**src/rtl/despacho_param.sv**
```systemverilog
// despacho_param: parametrised Tomasulo dispatch stage between the instruction
// queue and the ADD/LOAD reservation-station banks.
// Optional feature macro: DESPACHO_CDB_BYPASS_EN (CDB forwarding into operands
// in the accept cycle). Default build ignores the CDB inputs.
module despacho_param #(
  parameter  int unsigned DATA_W      = 16,
  parameter  int unsigned N_ADD       = 2,
  parameter  int unsigned N_LOAD      = 2,
  parameter  int unsigned STALL_CNT_W = 8,
  localparam int unsigned TAG_W       = $clog2(N_ADD + N_LOAD + 1)
) (
  input  logic                   Clock,
  input  logic                   Reset_n,
  input  logic [15:0]            Instr,
  input  logic                   Instr_valid,
  output logic                   Instr_ready,
  input  logic [8*TAG_W-1:0]     Rs_Qi,
  input  logic [8*DATA_W-1:0]    Rs_Qi_data,
  input  logic [N_ADD-1:0]       Busy_ADD,
  input  logic [N_LOAD-1:0]      Busy_LOAD,
  input  logic                   CDB_valid,
  input  logic [TAG_W-1:0]       CDB_tag,
  input  logic [DATA_W-1:0]      CDB_data,
  output logic [DATA_W-1:0]      Vj,
  output logic [DATA_W-1:0]      Vk,
  output logic [TAG_W-1:0]       Qj,
  output logic [TAG_W-1:0]       Qk,
  output logic [6:0]             A,
  output logic [2:0]             Op,
  output logic [N_ADD-1:0]       Enable_ADD,
  output logic [N_LOAD-1:0]      Enable_LOAD,
  output logic                   R_enable_despacho,
  output logic [2:0]             R_target_despacho,
  output logic [TAG_W-1:0]       R_tag_despacho,
  output logic [STALL_CNT_W-1:0] Stall_count
);

  localparam logic [2:0] OP_ADD = 3'd2;
  localparam logic [2:0] OP_SUB = 3'd3;
  localparam logic [2:0] OP_LD  = 3'd4;
  localparam logic [2:0] OP_ST  = 3'd5;

  // "no value" marker placed in V when the operand is still being produced
  localparam logic [DATA_W-1:0] SEM_VALOR = DATA_W'(16'hFFF0);
  localparam logic [6:0]        A_RST     = 7'h70;

  typedef enum logic {RUN = 1'b0, STALL = 1'b1} state_t;

  state_t state, state_nxt;

  logic [2:0] op, ri, rj, rk, src_k;
  logic       is_add, is_ld, is_st, is_mem, writes_reg, accept;

  logic [N_ADD-1:0]  free_add, sel_add;
  logic [N_LOAD-1:0] free_load, sel_load;
  logic [TAG_W-1:0]  tag_add, tag_load;

  logic [TAG_W-1:0]  reg_q [8];
  logic [DATA_W-1:0] reg_d [8];

  logic              byp_j, byp_k;
  logic [DATA_W-1:0] res_vj, res_vk;
  logic [TAG_W-1:0]  res_qj, res_qk;

  assign op = Instr[15:13];
  assign ri = Instr[12:10];
  assign rj = Instr[9:7];
  assign rk = Instr[6:4];

  // Opcode class decode; unknown opcodes fall through as NOP
  always_comb begin
    is_add     = (op == OP_ADD) || (op == OP_SUB);
    is_ld      = (op == OP_LD);
    is_st      = (op == OP_ST);
    is_mem     = is_ld || is_st;
    writes_reg = is_add || is_ld;
    src_k      = is_st ? ri : rk;
  end

  // Lowest-index free station per bank; last cycle's enables mask the Busy lag
  always_comb begin
    free_add  = ~Busy_ADD & ~Enable_ADD;
    free_load = ~Busy_LOAD & ~Enable_LOAD;
    sel_add   = '0;
    sel_load  = '0;
    tag_add   = '0;
    tag_load  = '0;
    for (int k = N_ADD - 1; k >= 0; k--) begin
      if (free_add[k]) begin
        sel_add = N_ADD'(1) << k;
        tag_add = TAG_W'(k + 1);
      end
    end
    for (int k = N_LOAD - 1; k >= 0; k--) begin
      if (free_load[k]) begin
        sel_load = N_LOAD'(1) << k;
        tag_load = TAG_W'(N_ADD + 1 + k);
      end
    end
  end

  // Queue handshake: NOP always ready, otherwise needs a free station
  always_comb begin
    if (is_add)      Instr_ready = |free_add;
    else if (is_mem) Instr_ready = |free_load;
    else             Instr_ready = 1'b1;
  end

  assign accept = Instr_valid && Instr_ready;

  // Unpack the register status table
  always_comb begin
    for (int r = 0; r < 8; r++) begin
      reg_q[r] = Rs_Qi[r*TAG_W +: TAG_W];
      reg_d[r] = Rs_Qi_data[r*DATA_W +: DATA_W];
    end
  end

  // Operand resolution; the previous dispatch's tag overrides stale status
  always_comb begin
    byp_j = R_enable_despacho && (R_target_despacho == rj);
    byp_k = R_enable_despacho && (R_target_despacho == src_k);

    if (byp_j) begin
      res_vj = SEM_VALOR;
      res_qj = R_tag_despacho;
    end else if (reg_q[rj] != '0) begin
      res_vj = SEM_VALOR;
      res_qj = reg_q[rj];
    end else begin
      res_vj = reg_d[rj];
      res_qj = '0;
    end

    if (is_ld) begin
      res_vk = SEM_VALOR;
      res_qk = '0;
    end else if (byp_k) begin
      res_vk = SEM_VALOR;
      res_qk = R_tag_despacho;
    end else if (reg_q[src_k] != '0) begin
      res_vk = SEM_VALOR;
      res_qk = reg_q[src_k];
    end else begin
      res_vk = reg_d[src_k];
      res_qk = '0;
    end

`ifdef DESPACHO_CDB_BYPASS_EN
    if (CDB_valid && (res_qj != '0) && (CDB_tag == res_qj)) begin
      res_vj = CDB_data;
      res_qj = '0;
    end
    if (CDB_valid && (res_qk != '0) && (CDB_tag == res_qk)) begin
      res_vk = CDB_data;
      res_qk = '0;
    end
`endif
  end

`ifndef DESPACHO_CDB_BYPASS_EN
  logic unused_cdb;
  assign unused_cdb = ^{CDB_valid, CDB_tag, CDB_data};
`endif

  // Stall FSM next state: stalled while a valid head cannot be accepted
  always_comb begin
    state_nxt = state;
    case (state)
      RUN:   if (Instr_valid && !Instr_ready) state_nxt = STALL;
      STALL: if (accept || !Instr_valid)      state_nxt = RUN;
    endcase
  end

  // State, stall counter and registered dispatch outputs
  always_ff @(posedge Clock or negedge Reset_n) begin
    if (!Reset_n) begin
      state             <= RUN;
      Stall_count       <= '0;
      Vj                <= SEM_VALOR;
      Vk                <= SEM_VALOR;
      Qj                <= '0;
      Qk                <= '0;
      A                 <= A_RST;
      Op                <= '0;
      Enable_ADD        <= '0;
      Enable_LOAD       <= '0;
      R_enable_despacho <= 1'b0;
      R_target_despacho <= '0;
      R_tag_despacho    <= '0;
    end else begin
      state <= state_nxt;
      if ((state_nxt == STALL) && !(&Stall_count)) begin
        Stall_count <= Stall_count + STALL_CNT_W'(1);
      end

      Enable_ADD        <= (accept && is_add) ? sel_add : '0;
      Enable_LOAD       <= (accept && is_mem) ? sel_load : '0;
      R_enable_despacho <= accept && writes_reg;

      if (accept && (is_add || is_mem)) begin
        Vj <= res_vj;
        Qj <= res_qj;
        Vk <= res_vk;
        Qk <= res_qk;
        Op <= op;
        if (is_mem) A <= Instr[6:0];
      end

      if (accept && writes_reg) begin
        R_target_despacho <= ri;
        R_tag_despacho    <= is_add ? tag_add : tag_load;
      end
    end
  end

endmodule

```
**config.mk**
```make
export PLATFORM = sky130hd
export DESIGN_NAME = despacho_param
export DESIGN_NICKNAME = d
export VERILOG_FILES = /design/src/rtl/despacho_param.sv
export SDC_FILE = /design/constraint.sdc
export NUM_CORES = 1
export LEC_CHECK = 0
export ABC_AREA = 1
export BUFFER_PORTS_ARGS = -buffer_cell sky130_fd_sc_hd__buf_2
export CAP_MARGIN = 20
export CORE_ASPECT_RATIO = 0.8
export CORE_MARGIN = 5
export CORE_UTILIZATION = 45
export DETAILED_ROUTE_END_ITERATION = 7
export PLACE_DENSITY = 0.88
export SYNTH_ARGS = -nofsm -noshare
export SYNTH_HDL_FRONTEND = slang
export SYNTH_SLANG_ARGS = --single-unit
```
**constraint.sdc**
```tcl
create_clock -name Clock -period 1.4 [get_ports Clock]
set_input_delay 0.28 -clock Clock [delete_from_list [all_inputs] [get_ports Clock]]
set_output_delay 0.28 -clock Clock [all_outputs]
set_load 0.01 [all_outputs]
```
==> results.txt <==
Status = complete, but fails checks
Failing checks = negative setup slack
Max-slew violation count = 0
Fillcell total = 1063
Total track usage = 0.350
Commonest cells after routing, fill and taps aside = nand2_1, buf_2, nand3_1
CTS Buffer Depth = 2
DRT antenna net count = 0
PwrDens = 932 nW/µm²
GPL Wtd Cong = 1.02
HPWL after detailed placement = 20.6 mm
Die W = 143 µm
Most common cell after layout, fill and taps aside = nand2_1
Post-layout minimum cycle time = 2070 ps
Util after Layout = 0.710
Req. time, crit path = 1590 ps
DRT Pass-1 Iters = 8
Clock-pin transition on the worst setup and hold timing paths = 70 ps
CP endpoint kind = flop
Ant diodes = 0
Placed insts = 1587
Finished Cell Area = 10000 µm²
Number of CTS-inserted buffers = 9
Routed wire length per instance = 20.9 µm
Vias in the first global route = 9027
I/O Buffers = 242
Die area = 16700 µm²
# IOs = 263
Share of cells above drive strength 1 = 0.409
Clk sinks = 67
Nets = 1646
Mapped Area = 6380 µm²
Skew final = 19.2 ps
Hold Crit Class = input port to flop
CP cell instances = inv_2 > nand2_2 > nand3_2 > nand2_2 > nand2_4 > buf_6 > nand3_4 > buf_6 > clkbuf_16 > o21ai_1
Max Clk Rate = 484 MHz
Register area = 1710 µm²
Worst setup margin = -666 ps
Via density = 5.90
CP Data Arrival Time = 2260 ps
Footprint of the multi-input gates = 4280 µm²
CTS tree = done
Clk_lat worst skew = 360 ps
H-tree levels = 3
Placed inst area = 8680 µm²
Hold Fails Final Rpt = 0
Layout area overhead = 56.7%
Max-cap violations = 0
Remaining global-route overflow = 0
Total Wirelength = 34.2 mm
#FFs+latches synth = 67
Cell Rows = 39
Via count = 9662
LEAKAGE = 0.00553 µW
Syn Nets = 1308
Tcrit/Tclk final = 1.48
DRC errors left = 0
VDD IR-drop max = 1.22 mV
Crit Path Max Fanout = 6
Worst slew margin = 0.658
Starting density of the core = 0.453
Synth cell types = 33
Initial antenna violation count = 3
Uppermost layer routed = met5
RSZ-0062 raised after global routing = true
Met3 WL post-DR = 5.11 mm
Pin count of the biggest net entering global routing = 43
Slowest cell on crit path = dfrtp_1
Met1 WL = 11.4 mm
Initial drt markers = 1475
First-pass GRT wire length = 45.9 mm
Non-filler cells, final = 1639
Die height = 117 µm
Clock root cell = clkbuf_16
Worst path max stage delay = 450 ps
Setup violators final = 70
Yosys warning total = 0
Total Power = 9320 µW
CORE AREA = 14100 µm²
Met2 wire length = 14.9 mm
Critical path class = flop to flop
Syn_area_per_cell = 5.74 µm²
Register area share after synthesis = 0.268
Slew of the pin with the lowest slew margin = 509 ps
Syn Inst Count = 1112
CP Launch Type = flop
-- report_power, final --
group	total [µW]	switching [µW]	internal [µW]
logic	4240	2440	1790
registers	2680	335	2340
clock network	2410	1020	1390
total	9320	3800	5520
-- final cells by class --
cell class	count	area share
multi-input combinational	807	0.428
timing repair buffer	393	0.277
sequential	67	0.171
inverter	169	0.0685
tap	184	0.0230
clock buffer	10	0.0229
clock inverter	6	0.00663
timing repair inverter	3	0.00325
-- worst paths after layout --
path / endpoint / from / cells after the start / slack [ps]
max in group asynchronous: Vj[10] / Reset_n / 3 / 390
max reg2reg: Qj[1] / Enable_LOAD[1] / 10 / -670
max: Qj[1] / Enable_LOAD[1] / 10 / -670
min in group asynchronous: A[2] / Reset_n / 2 / 360
min: A[2] / Instr[2] / 3 / 130
min reg2reg: Vj[9] / Vj[9] / 2 / 470
-- metrics by stage --
| step | TNS [ps] | hold WS, ps | setup WS [ps] |
|---|---|---|---|
| final | -21390 | 135 | -666 |
| after global routing | -22000 | 130 | -609 |
| after CTS | -4230 | 133 | -171 |
| after detailed placement | -25430 | 198 | -637 |
| after global placement | -22540 | 195 | -590 |
| after floorplan | -1650 | -15.6 | -115 |
-- critical path: cells and delay by family (launching register included) --
family                 cells  cell delay, ps
DFF                        1             450
buffers and inverters      4             560
AOI/OAI and AO/OA          1             430
and+or+nand+nor            5             450
-- synth_stat cells, drive strengths merged --
master / n / area (µm²)
nand2: 360 / 1360
dfstp: 27 / 709
o21ai: 79 / 395
nor3: 4 / 20.0
a31oi: 6 / 37.5
xnor2: 4 / 35.0
a32o: 3 / 30.0
inv: 162 / 608
nand3b: 16 / 120
o22a: 1 / 8.76
xor2: 3 / 26.3
a221oi: 1 / 8.76
nand3: 151 / 766
a21oi: 76 / 380
or2: 18 / 113
nor2: 62 / 240
o211ai: 13 / 97.6
clkinv: 7 / 26.3
ha: 1 / 12.5
dfrtp: 40 / 1000
nand4: 4 / 31.3
buf: 51 / 258
clkbuf: 19 / 71.3
o21a: 4 / 30.0
-- repair_timing --
item,4_1_cts,5_1_grt
endpoints found under the hold margin,9,0
cloned,2,5
hold buffers,1,0
resized for setup,89,114
pin swaps,38,25
buffers inserted,19,13
setup endpoints to repair,66,70
-- routing by layer --
metal  GRT usage  vias to the layer above
met5           0                        -
met4       0.216                        6
met3      0.0741                      267
met2       0.563                      947
met1       0.431                     4252
li1            -                     4190
-- state kept, by name (all words and copies together) (netlist names) --
name,count
Vj,16
Vk,16
Stall_count,8
A,7
Op,3
Qj,3
Qk,3
R_tag_despacho,3
R_target_despacho,3
Enable_ADD,2
Enable_LOAD,2
R_enable_despacho,1
-- cell families (layout without fill, tap and decap cells) --
logic type / Yosys count / in the layout / synth area share
AO/OA/AOI/OAI: 183 / 183 / 0.155
XOR/XNOR: 7 / 7 / 0.00960
adder cells (fa/ha/maj): 1 / 1 / 0.00196
buffers and inverters: 239 / 581 / 0.151
flip-flops: 67 / 67 / 0.268
AND/OR/NAND/NOR: 615 / 616 / 0.415
Note: power is estimated with default switching activity, not from simulation.
